$ cat src/rtl/mem_stage_sram_ctrl_pkg.sv
// Shared definitions for the memory-stage SRAM controller: state encodings,
// default address map and SRAM data width.
package mem_stage_sram_ctrl_pkg;

  typedef logic [1:0] state_t;

  localparam state_t ST_IDLE = 2'd0;
  localparam state_t ST_LOW  = 2'd1;
  localparam state_t ST_HIGH = 2'd2;
  localparam state_t ST_DONE = 2'd3;

  localparam int MEM_BASE_DEFAULT = 1024;
  localparam int SRAM_DW          = 16;

endpackage

$ cat src/rtl/mem_stage_sram_ctrl_if.sv
// Bundle of the pipeline-side and SRAM-side signals of the memory stage.
//
// Handshake: the pipeline presents mem_read/mem_write with alu_res/val_rm and
// holds them stable for as long as ready is 0. A request is complete in the
// cycle where ready is 1; the pipeline advances on that clock edge. With no
// request, ready is 1 and the stage is transparent.
interface mem_stage_sram_ctrl_if
  import mem_stage_sram_ctrl_pkg::*;
#(
  parameter int SRAM_AW = 18
);
  // pipeline side
  logic                 mem_read;
  logic                 mem_write;
  logic [31:0]          alu_res;
  logic [31:0]          val_rm;
  logic                 ready;
  logic [31:0]          read_data;
  // SRAM side
  logic [SRAM_AW-1:0]   sram_addr;
  logic                 sram_we_n;
  logic [SRAM_DW-1:0]   sram_dq_out;
  logic                 sram_dq_oe;
  logic [SRAM_DW-1:0]   sram_dq_in;
  // debug view of the controller FSM
  state_t               fsm_state;

  modport slave (
    input  mem_read, mem_write, alu_res, val_rm, sram_dq_in,
    output ready, read_data, sram_addr, sram_we_n, sram_dq_out, sram_dq_oe,
    output fsm_state
  );

  modport master (
    output mem_read, mem_write, alu_res, val_rm, sram_dq_in,
    input  ready, read_data, sram_addr, sram_we_n, sram_dq_out, sram_dq_oe,
    input  fsm_state
  );

endinterface

$ cat src/rtl/mem_stage_sram_ctrl.sv
// Memory-stage controller: performs a 32-bit load/store as two 16-bit
// transfers on an asynchronous SRAM, stalling the pipeline for the access.
module mem_stage_sram_ctrl
  import mem_stage_sram_ctrl_pkg::*;
#(
  parameter int MEM_BASE      = MEM_BASE_DEFAULT,
  parameter int SRAM_AW       = 18,
  parameter int ACCESS_CYCLES = 2
) (
  input  logic                  clk,
  input  logic                  rst,
  mem_stage_sram_ctrl_if.slave  bus
);

  localparam logic [1:0]  CNT_LOAD = 2'(ACCESS_CYCLES - 1);
  localparam logic [31:0] BASE     = 32'(MEM_BASE);

  state_t             state;
  logic [1:0]         cnt;
  logic [31:0]        read_data;
  logic               req;
  logic               is_write;
  logic               is_read;
  logic               active;
  logic               cnt_zero;
  logic [31:0]        offset;
  logic [SRAM_AW-2:0] word;
  logic               unused_bits;

  // Write wins when both requests are present; a read only captures data
  // when it is not also a write.
  assign req      = bus.mem_read | bus.mem_write;
  assign is_write = bus.mem_write;
  assign is_read  = bus.mem_read & ~bus.mem_write;
  assign active   = (state == ST_LOW) || (state == ST_HIGH);
  assign cnt_zero = (cnt == 2'd0);

  // Byte address to 32-bit word index; low two bits and upper word bits
  // beyond the SRAM range are dropped.
  assign offset      = bus.alu_res - BASE;
  assign word        = offset[SRAM_AW:2];
  assign unused_bits = ^{offset[31:SRAM_AW+1], offset[1:0]};

  // FSM and per-half cycle counter.
  always_ff @(posedge clk or posedge rst) begin
    if (rst) begin
      state <= ST_IDLE;
      cnt   <= 2'd0;
    end else begin
      case (state)
        ST_IDLE: begin
          if (req) begin
            state <= ST_LOW;
            cnt   <= CNT_LOAD;
          end
        end
        ST_LOW: begin
          if (cnt_zero) begin
            state <= ST_HIGH;
            cnt   <= CNT_LOAD;
          end else begin
            cnt <= cnt - 2'd1;
          end
        end
        ST_HIGH: begin
          if (cnt_zero) begin
            state <= ST_DONE;
          end else begin
            cnt <= cnt - 2'd1;
          end
        end
        default: begin
          state <= ST_IDLE;
        end
      endcase
    end
  end

  // Capture each read half on the edge that ends its transfer window.
  always_ff @(posedge clk or posedge rst) begin
    if (rst) begin
      read_data <= 32'd0;
    end else if (is_read && cnt_zero) begin
      if (state == ST_LOW) begin
        read_data[15:0] <= bus.sram_dq_in;
      end else if (state == ST_HIGH) begin
        read_data[31:16] <= bus.sram_dq_in;
      end
    end
  end

  // Moore decode of SRAM pins; we_n rises on the last cycle of each half so
  // the address only changes while the write strobe is inactive.
  always_comb begin
    bus.sram_addr   = '0;
    bus.sram_we_n   = 1'b1;
    bus.sram_dq_oe  = 1'b0;
    bus.sram_dq_out = '0;
    if (active) begin
      bus.sram_addr = {word, (state == ST_HIGH)};
      if (is_write) begin
        bus.sram_dq_oe  = 1'b1;
        bus.sram_we_n   = cnt_zero;
        bus.sram_dq_out = (state == ST_HIGH) ? bus.val_rm[31:16] : bus.val_rm[15:0];
      end
    end
  end

  // Pipeline handshake: stall from the request cycle through both halves.
  always_comb begin
    case (state)
      ST_IDLE: bus.ready = ~req;
      ST_DONE: bus.ready = 1'b1;
      default: bus.ready = 1'b0;
    endcase
  end

  assign bus.read_data = read_data;
  assign bus.fsm_state = state;

endmodule

$ cat src/flat_wrapper.sv
// flat-port wrapper written by rule: the top's interface ports become plain ports
module mem_stage_sram_ctrl_flat import mem_stage_sram_ctrl_pkg::*;
#(
  parameter int MEM_BASE      = MEM_BASE_DEFAULT,
  parameter int SRAM_AW       = 18,
  parameter int ACCESS_CYCLES = 2
)
  (clk, rst, bus_mem_read, bus_mem_write, bus_alu_res, bus_val_rm, bus_sram_dq_in, bus_ready, bus_read_data, bus_sram_addr, bus_sram_we_n, bus_sram_dq_out, bus_sram_dq_oe, bus_fsm_state);
  mem_stage_sram_ctrl_if #(.SRAM_AW(SRAM_AW)) bus_i ();
  input  logic clk;
  input  logic rst;
  input wire logic [$bits(bus_i.mem_read)-1:0] bus_mem_read;
  input wire logic [$bits(bus_i.mem_write)-1:0] bus_mem_write;
  input wire logic [$bits(bus_i.alu_res)-1:0] bus_alu_res;
  input wire logic [$bits(bus_i.val_rm)-1:0] bus_val_rm;
  input wire logic [$bits(bus_i.sram_dq_in)-1:0] bus_sram_dq_in;
  output wire logic [$bits(bus_i.ready)-1:0] bus_ready;
  output wire logic [$bits(bus_i.read_data)-1:0] bus_read_data;
  output wire logic [$bits(bus_i.sram_addr)-1:0] bus_sram_addr;
  output wire logic [$bits(bus_i.sram_we_n)-1:0] bus_sram_we_n;
  output wire logic [$bits(bus_i.sram_dq_out)-1:0] bus_sram_dq_out;
  output wire logic [$bits(bus_i.sram_dq_oe)-1:0] bus_sram_dq_oe;
  output wire logic [$bits(bus_i.fsm_state)-1:0] bus_fsm_state;
  assign bus_i.mem_read = bus_mem_read;
  assign bus_i.mem_write = bus_mem_write;
  assign bus_i.alu_res = bus_alu_res;
  assign bus_i.val_rm = bus_val_rm;
  assign bus_i.sram_dq_in = bus_sram_dq_in;
  assign bus_ready = bus_i.ready;
  assign bus_read_data = bus_i.read_data;
  assign bus_sram_addr = bus_i.sram_addr;
  assign bus_sram_we_n = bus_i.sram_we_n;
  assign bus_sram_dq_out = bus_i.sram_dq_out;
  assign bus_sram_dq_oe = bus_i.sram_dq_oe;
  assign bus_fsm_state = bus_i.fsm_state;
  mem_stage_sram_ctrl #(.MEM_BASE(MEM_BASE), .SRAM_AW(SRAM_AW), .ACCESS_CYCLES(ACCESS_CYCLES)) u_core (.clk(clk), .rst(rst), .bus(bus_i));
endmodule
$ cat config.mk
export PLATFORM = sky130hd
export DESIGN_NAME = mem_stage_sram_ctrl_flat
export DESIGN_NICKNAME = d
export VERILOG_FILES = /design/src/rtl/mem_stage_sram_ctrl_pkg.sv /design/src/rtl/mem_stage_sram_ctrl_if.sv /design/src/rtl/mem_stage_sram_ctrl.sv /design/src/flat_wrapper.sv
export SDC_FILE = /design/constraint.sdc
export NUM_CORES = 1
export LEC_CHECK = 0
export CAP_MARGIN = 20
export CORE_ASPECT_RATIO = 0.6
export CORE_MARGIN = 5
export CORE_UTILIZATION = 36
export CTS_CLUSTER_SIZE = 14
export DETAILED_ROUTE_END_ITERATION = 16
export GPL_TIMING_DRIVEN = 0
export HOLD_SLACK_MARGIN = 0.15
export PLACE_DENSITY = 0.83
export SYNTH_ARGS = -nofsm -noshare
export SYNTH_HDL_FRONTEND = slang
export SYNTH_SLANG_ARGS = --single-unit
$ cat constraint.sdc
create_clock -name clk -period 2.8 [get_ports clk]
set_clock_uncertainty 0.05 [all_clocks]
set_input_delay 0.56 -clock clk [delete_from_list [all_inputs] [get_ports clk]]
set_output_delay 0.56 -clock clk [all_outputs]
set_load 0.01 [all_outputs]
## Word-level counts from Yosys, hierarchy flattened

Index checks and enable logic that the tools add are counted.

| word-level totals | value |
|---|---|
| flip-flop bits (word level) | 36 |
| logic and storage cells | 43 |

| cells by class | value |
|---|---|
| add/sub/neg operators | 2 |
| equality and inequality tests | 7 |
| muxes and demuxes | 16 |
| bitwise gates (word level) | 5 |
| reduce and logical (&&, ||, !) cells | 9 |

Operator list:

| kind | number |
|---|---|
| $mux W16 | 3 |
| $sub A19 B11 Y19 const B | 1 |
| $mux W18 | 1 |
| $pmux W2 S3 | 2 |
| $mux W2 | 5 |
| $reduce_and A3 Y1 | 3 |
| $ne A2 B1 Y1 const B | 3 |
| $eq A2 B2 Y1 const B | 2 |
| $logic_not A2 Y1 | 2 |
| $mux W1 | 4 |
| $not A1 Y1 | 3 |
| $reduce_bool A3 Y1 | 1 |
| $eq A2 B1 Y1 const B | 1 |
| $ne A2 B2 Y1 const B | 1 |
| $pmux W1 S2 | 1 |
| $reduce_and A2 Y1 | 1 |
| $sub A2 B1 Y2 const B | 1 |
| $and A1 B1 Y1 | 1 |
| $logic_and A1 B1 Y1 | 1 |
| $logic_or A1 B1 Y1 | 1 |
| $or A1 B1 Y1 | 1 |

## Logic depth before layout (Yosys ltp)

| logic depth | value |
|---|---|
| depth in word-level cells | 4 |
| mapped depth | 6 |
| gate-level depth less buffers | 5 |

## Worst setup path before layout

OpenSTA, ideal clock, no wires.

| timing | value |
|---|---|
| kind | in2out |
| start point | input port bus_alu_res[15] |
| end point | output port bus_sram_addr[17] |
| data arrival time | 1.792 ns |
| data required time | 2.190 ns |
| path slack | 0.398 ns |
| stages | 3 |
| path buffers | 0 |
| cell sequence | or4_4 > or4_1 > a21oi_1 |

| between the ends | value |
|---|---|
| cells in the longest elaborated chain, start to end | 2 |

Ends and longest elaborated chain:

| element | RTL line | RTL |
|---|---|---|
| from (decl) | flat_wrapper.sv:14 | `input wire logic [$bits(bus_i.alu_res)-1:0] bus_alu_res;` |
| $sub A19 B11 Y19 | mem_stage_sram_ctrl.sv:40 | `assign offset = bus.alu_res - BASE;` |
| $mux W18 | mem_stage_sram_ctrl.sv:99 | `if (active) begin` |
| to (decl) | flat_wrapper.sv:19 | `output wire logic [$bits(bus_i.sram_addr)-1:0] bus_sram_addr;` |

Every way passes these cells.

## Worst setup path after layout

| timing | value |
|---|---|
| start point | input port bus_alu_res[11] |
| end point | output port bus_sram_addr[16] |

Same word-level chain as after synthesis.

==> impl_metrics.sql <==
INSERT INTO impl_metrics (metric_group, metric, value, unit) VALUES
('outcome', 'outcome', 'finished, final reports clean', ''),
('drt', 'number_of_vias_in_the_routed_layout', '1892', ''),
('clock_network', 'clkSinkCount', '36', ''),
('sta', 'max_freq', '366', 'MHz'),
('synth', 'synth_seq_area_share', '45.0', '%'),
('sta', 'timing_max_transition_violations_final', '0', ''),
('clock_network', 'ctsRootBufferMaster', 'clkbuf_8', ''),
('synth', 'yosysWarningCount', '0', ''),
('clock_network', 'clock_tree.htree_level_count', '2', ''),
('place', 'port_buffers', '139', ''),
('global_routing', 'grt_start_max_net_pins', '25', ''),
('global_routing', 'grt_util_all_layers', '17.2', '%'),
('drt', 'detail_route.iter0.violations', '69', ''),
('clock_network', 'clkTransAtPathRegs', '0.07', 'ns'),
('power', 'net-switching-power', '1.33', 'mW'),
('power', 'power.switching_fraction', '36.5', '%'),
('setup_path', 'endpoint_kind', 'output port', ''),
('worst_hold_path', 'worst_hold_endpoint', 'u_core.bus.read_data[25]', ''),
('setup_path', 'worst-path-max-fanout', '4', ''),
('drt', 'ant_nets', '0', ''),
('global_routing', 'vias_in_the_first_global_route', '1965', ''),
('clock_network', 'clk_latency', '0.28', 'ns'),
('power', 'power_per_cell_area', '1000', 'nW/um^2'),
('cells_and_area', 'nets', '420', ''),
('cells_and_area', 'regArea', '903', 'sq um'),
('sta', 'postLayoutSetupSlackWorst', '0.0644', 'ns'),
('sta', 'worst-slew-pin-transition', '0.567', 'ns'),
('clock_network', 'clock_tree.buffer_depth', '2', ''),
('global_routing', 'antenna_found_initial', '0', ''),
('setup_path', 'crit_arrival', '2.13', 'ns'),
('synth', 'syn_area', '2000', 'sq um'),
('floorplan', 'start_util', '36.4', '%'),
('drt', 'drt_pass1_iterations', '4', ''),
('cells_and_area', 'multi_input_area', '1070', 'sq um'),
('setup_path', 'critical_path.reg2reg.endpoint', 'u_core.bus.read_data[19]', ''),
('worst_hold_path', 'min_from', 'u_core.bus.read_data[25]', ''),
('setup_path', 'reg2reg_setup_slack', '0.61', 'ns'),
('sta', 'period_minus_slack', '2.74', 'ns'),
('power', 'pwr-share-seq', '25.2', '%'),
('drt', 'post_drt_via_cell_ratio', '4.77', ''),
('drt', 'drt-total-wl', '6200', 'um'),
('floorplan', 'floorplan.io_pins', '155', ''),
('cells_and_area', 'area.growth.synth_to_final', '82.0', '%'),
('power', 'irDropWorstVdd', '0.409', 'mV'),
('setup_path', 'worst_r2r_path_depth', '6', ''),
('floorplan', 'std_cell_rows', '21', ''),
('worst_hold_path', 'whs_path_depth', '1', ''),
('setup_path', 'worst_ep_required', '2.19', 'ns'),
('drt', 'detail_route.drc_violations', '0', ''),
('clock_network', 'cts_hold_buffers', '0', ''),
('drt', 'drt-wirelength-per-cell', '15.6', 'um'),
('setup_path', 'worst-setup-path-type', 'in -> out', ''),
('sta', 'slew_headroom', '62.1', '%'),
('synth', 'syn_inst', '181', ''),
('power', 'internal_power', '2.32', 'mW'),
('clock_network', 'cts_inserted_buffers', '5', ''),
('clock_network', 'tritoncts', 'done', ''),
('place', 'hpwl_after_dpl', '5110', 'um'),
('global_routing', 'global_route.overflow_total', '0', ''),
('power', 'pwr-share-clk', '9.4', '%'),
('sta', 'setup_viol_count_final', '0', ''),
('setup_path', 'crit-reg2reg-launch', 'u_core.cnt[0]', ''),
('sta', 'final_hold_viol_count', '0', ''),
('sta', 'rsz0062_at_grt', 'yes', ''),
('floorplan', 'die_w', '106', 'um'),
('synth', 'synth.ff_latch_count', '36', ''),
('power', 'share_comb_of_total_power', '65.3', '%'),
('floorplan', 'dieArea', '7200', 'sq um'),
('cells_and_area', 'insertedDiodeCount', '0', ''),
('synth', 'syn-num-nets', '273', ''),
('place', 'placement.setup.worst_slack', '-0.595', 'ns'),
('worst_hold_path', 'timing.hold.worst.class', 'reg -> reg', ''),
('cells_and_area', 'fillers', '431', ''),
('sta', 'final.period_utilization', '97.7', '%'),
('floorplan', 'fp.dieH', '67.7', 'um'),
('synth', 'netlist-cell-type-count', '29', ''),
('global_routing', 'grt_first_pass_wirelength', '9720', 'um'),
('job', 'timing.max_cap.violations', '0', ''),
('floorplan', 'coreArea', '5490', 'sq um'),
('cells_and_area', 'post_route_cells_drive_above_1_share', '20.1', '%'),
('place', 'routabilityCongestion', '0.725', ''),
('sta', 'final.hold.worst_slack', '0.456', 'ns'),
('power', 'leakage', '1.63', 'nW'),
('setup_path', 'startpoint_type', 'input pin', ''),
('synth', 'synthesis.area_per_instance', '11.1', 'sq um');
==> worst max path at each step <==
stage	slack (ns)	from	end	depth (start not counted)
floorplan	0.40	bus_alu_res[15]	bus_sram_addr[17]	3
global placement	-0.56	bus_alu_res[13]	bus_sram_addr[17]	5
detailed placement	-0.60	bus_alu_res[13]	bus_sram_addr[17]	5
CTS	0.004	u_core.bus.fsm_state[1]	bus_sram_addr[10]	6
global route	-0.004	bus_alu_res[12]	bus_sram_addr[16]	5
finish	0.06	bus_alu_res[11]	bus_sram_addr[16]	5
==> layout make-up <==
cell class	count	share of cell area, %
clock inverters	1	0.137
multi-input cells	127	29.5
repair buffers	142	39.1
well taps	69	2.37
clock buffers	6	1.99
inverters	10	1.03
flip-flops and latches	36	24.8
plain buffers	6	1.03
==> cell families (layout without fill, tap and decap cells) <==
family / after synthesis / after routing / synth area share [%]
multiplexers: 50 / 50 / 27.1
AND/OR/NAND/NOR: 50 / 50 / 13.1
flip-flops: 36 / 36 / 45.0
AO/OA/AOI/OAI: 18 / 18 / 5.75
buffers and inverters: 18 / 165 / 3.63
adder cells (fa/ha/maj): 8 / 8 / 5.00
XOR/XNOR: 1 / 1 / 0.438
==> cell usage after synthesis, drive strengths merged <==
| cell | n | area [sq um] |
|---|---|---|
| nand2 | 3 | 11.3 |
| or3b | 1 | 8.76 |
| or2 | 2 | 12.5 |
| dfrtp | 36 | 901 |
| or4 | 2 | 18.8 |
| o211ai | 1 | 7.51 |
| xor2 | 1 | 8.76 |
| o22a | 1 | 8.76 |
| o21a | 1 | 7.51 |
| nor3 | 1 | 5.00 |
| o32a | 1 | 10.0 |
| buf | 4 | 20.0 |
| mux2i | 17 | 170 |
| inv | 10 | 37.5 |
| nor2b | 2 | 12.5 |
| nor2 | 20 | 75.1 |
| nand2b | 4 | 25.0 |
| a41oi | 1 | 8.76 |
| ha | 8 | 100 |
| o21ai | 2 | 10.0 |
| clkbuf | 4 | 15.0 |
| nand3 | 2 | 10.0 |
| mux2 | 33 | 372 |
| and2 | 9 | 56.3 |
| or3 | 4 | 26.3 |
| a21oi | 8 | 40.0 |
| o31ai | 3 | 22.5 |
==> through the flow <==
step | power, mW | instance area (sq um) | instances | setup TNS [ns] | utilization, %
2_1_floorplan | 2.00 | 2000 | 181 | 0 | -
6_report | 3.65 | 3640 | 397 | 0 | 66.3
3_5_place_dp | 3.31 | 3510 | 390 | -3.49 | 63.8
5_1_grt | 3.89 | 3640 | 397 | -0.00366 | 66.3
3_3_place_gp | 3.22 | 3480 | 389 | -3.03 | 63.3
4_1_cts | 3.69 | 3610 | 397 | 0 | 65.8
==> flip-flops by register name (all words and copies together) (netlist names) <==
name	flops
u_core.bus.fsm_state	2
u_core.cnt	2
u_core.bus.read_data	32
==> power groups by stage <==
stage | Sequential [mW] | Combinational (mW) | Clock (mW)
6_report | 0.921 | 2.38 | 0.344
5_1_grt | 0.953 | 2.56 | 0.377
4_1_cts | 0.933 | 2.41 | 0.351
3_5_place_dp | 0.934 | 2.37 | 0
3_3_place_gp | 0.912 | 2.31 | 0
2_1_floorplan | 1.03 | 0.969 | 0
==> per-layer routing <==
metal	global-route usage (%)	part of all wire (%)	routed length, um
met5	0	0	0
met4	2.75	0.42	26
met3	7.07	8.9	552
met2	30.2	49	3060
met1	20.5	41	2560
==> worst max-delay path, cell delays in order <==
cell and delay, ns:
clkdlybuf4s50_1 0.43, or3_4 0.42, or2_2 0.33, o31ai_1 0.22, buf_2 0.17
==> cells in the final DEF (no fill, tap or decap), types with 2 or more instances in the layout <==
master             n
a21oi_1            6
a21oi_2            2
and2_1             9
buf_2              5
buf_4              3
clkbuf_1           2
clkbuf_8           5
clkdlybuf4s50_1  123
dfrtp_1           34
dfrtp_2            2
dlygate4sd2_1      7
dlymetal6s2s_1     5
ha_1               6
ha_4               2
inv_1              9
mux2_2            33
mux2i_1           17
nand2_1            2
nand2b_1           3
nand3_1            2
nor2_1            20
nor2b_1            2
o21ai_0            2
o31ai_1            3
or2_2              2
or3_1              2
==> what timing repair did <==
action | 4_1_cts | 5_1_grt
setup buffers | 0 | 2
resized for setup | 36 | 11
endpoints found under the setup margin | 36 | 24
pin swaps | 2 | 0
(Power assumes the default switching activity.)
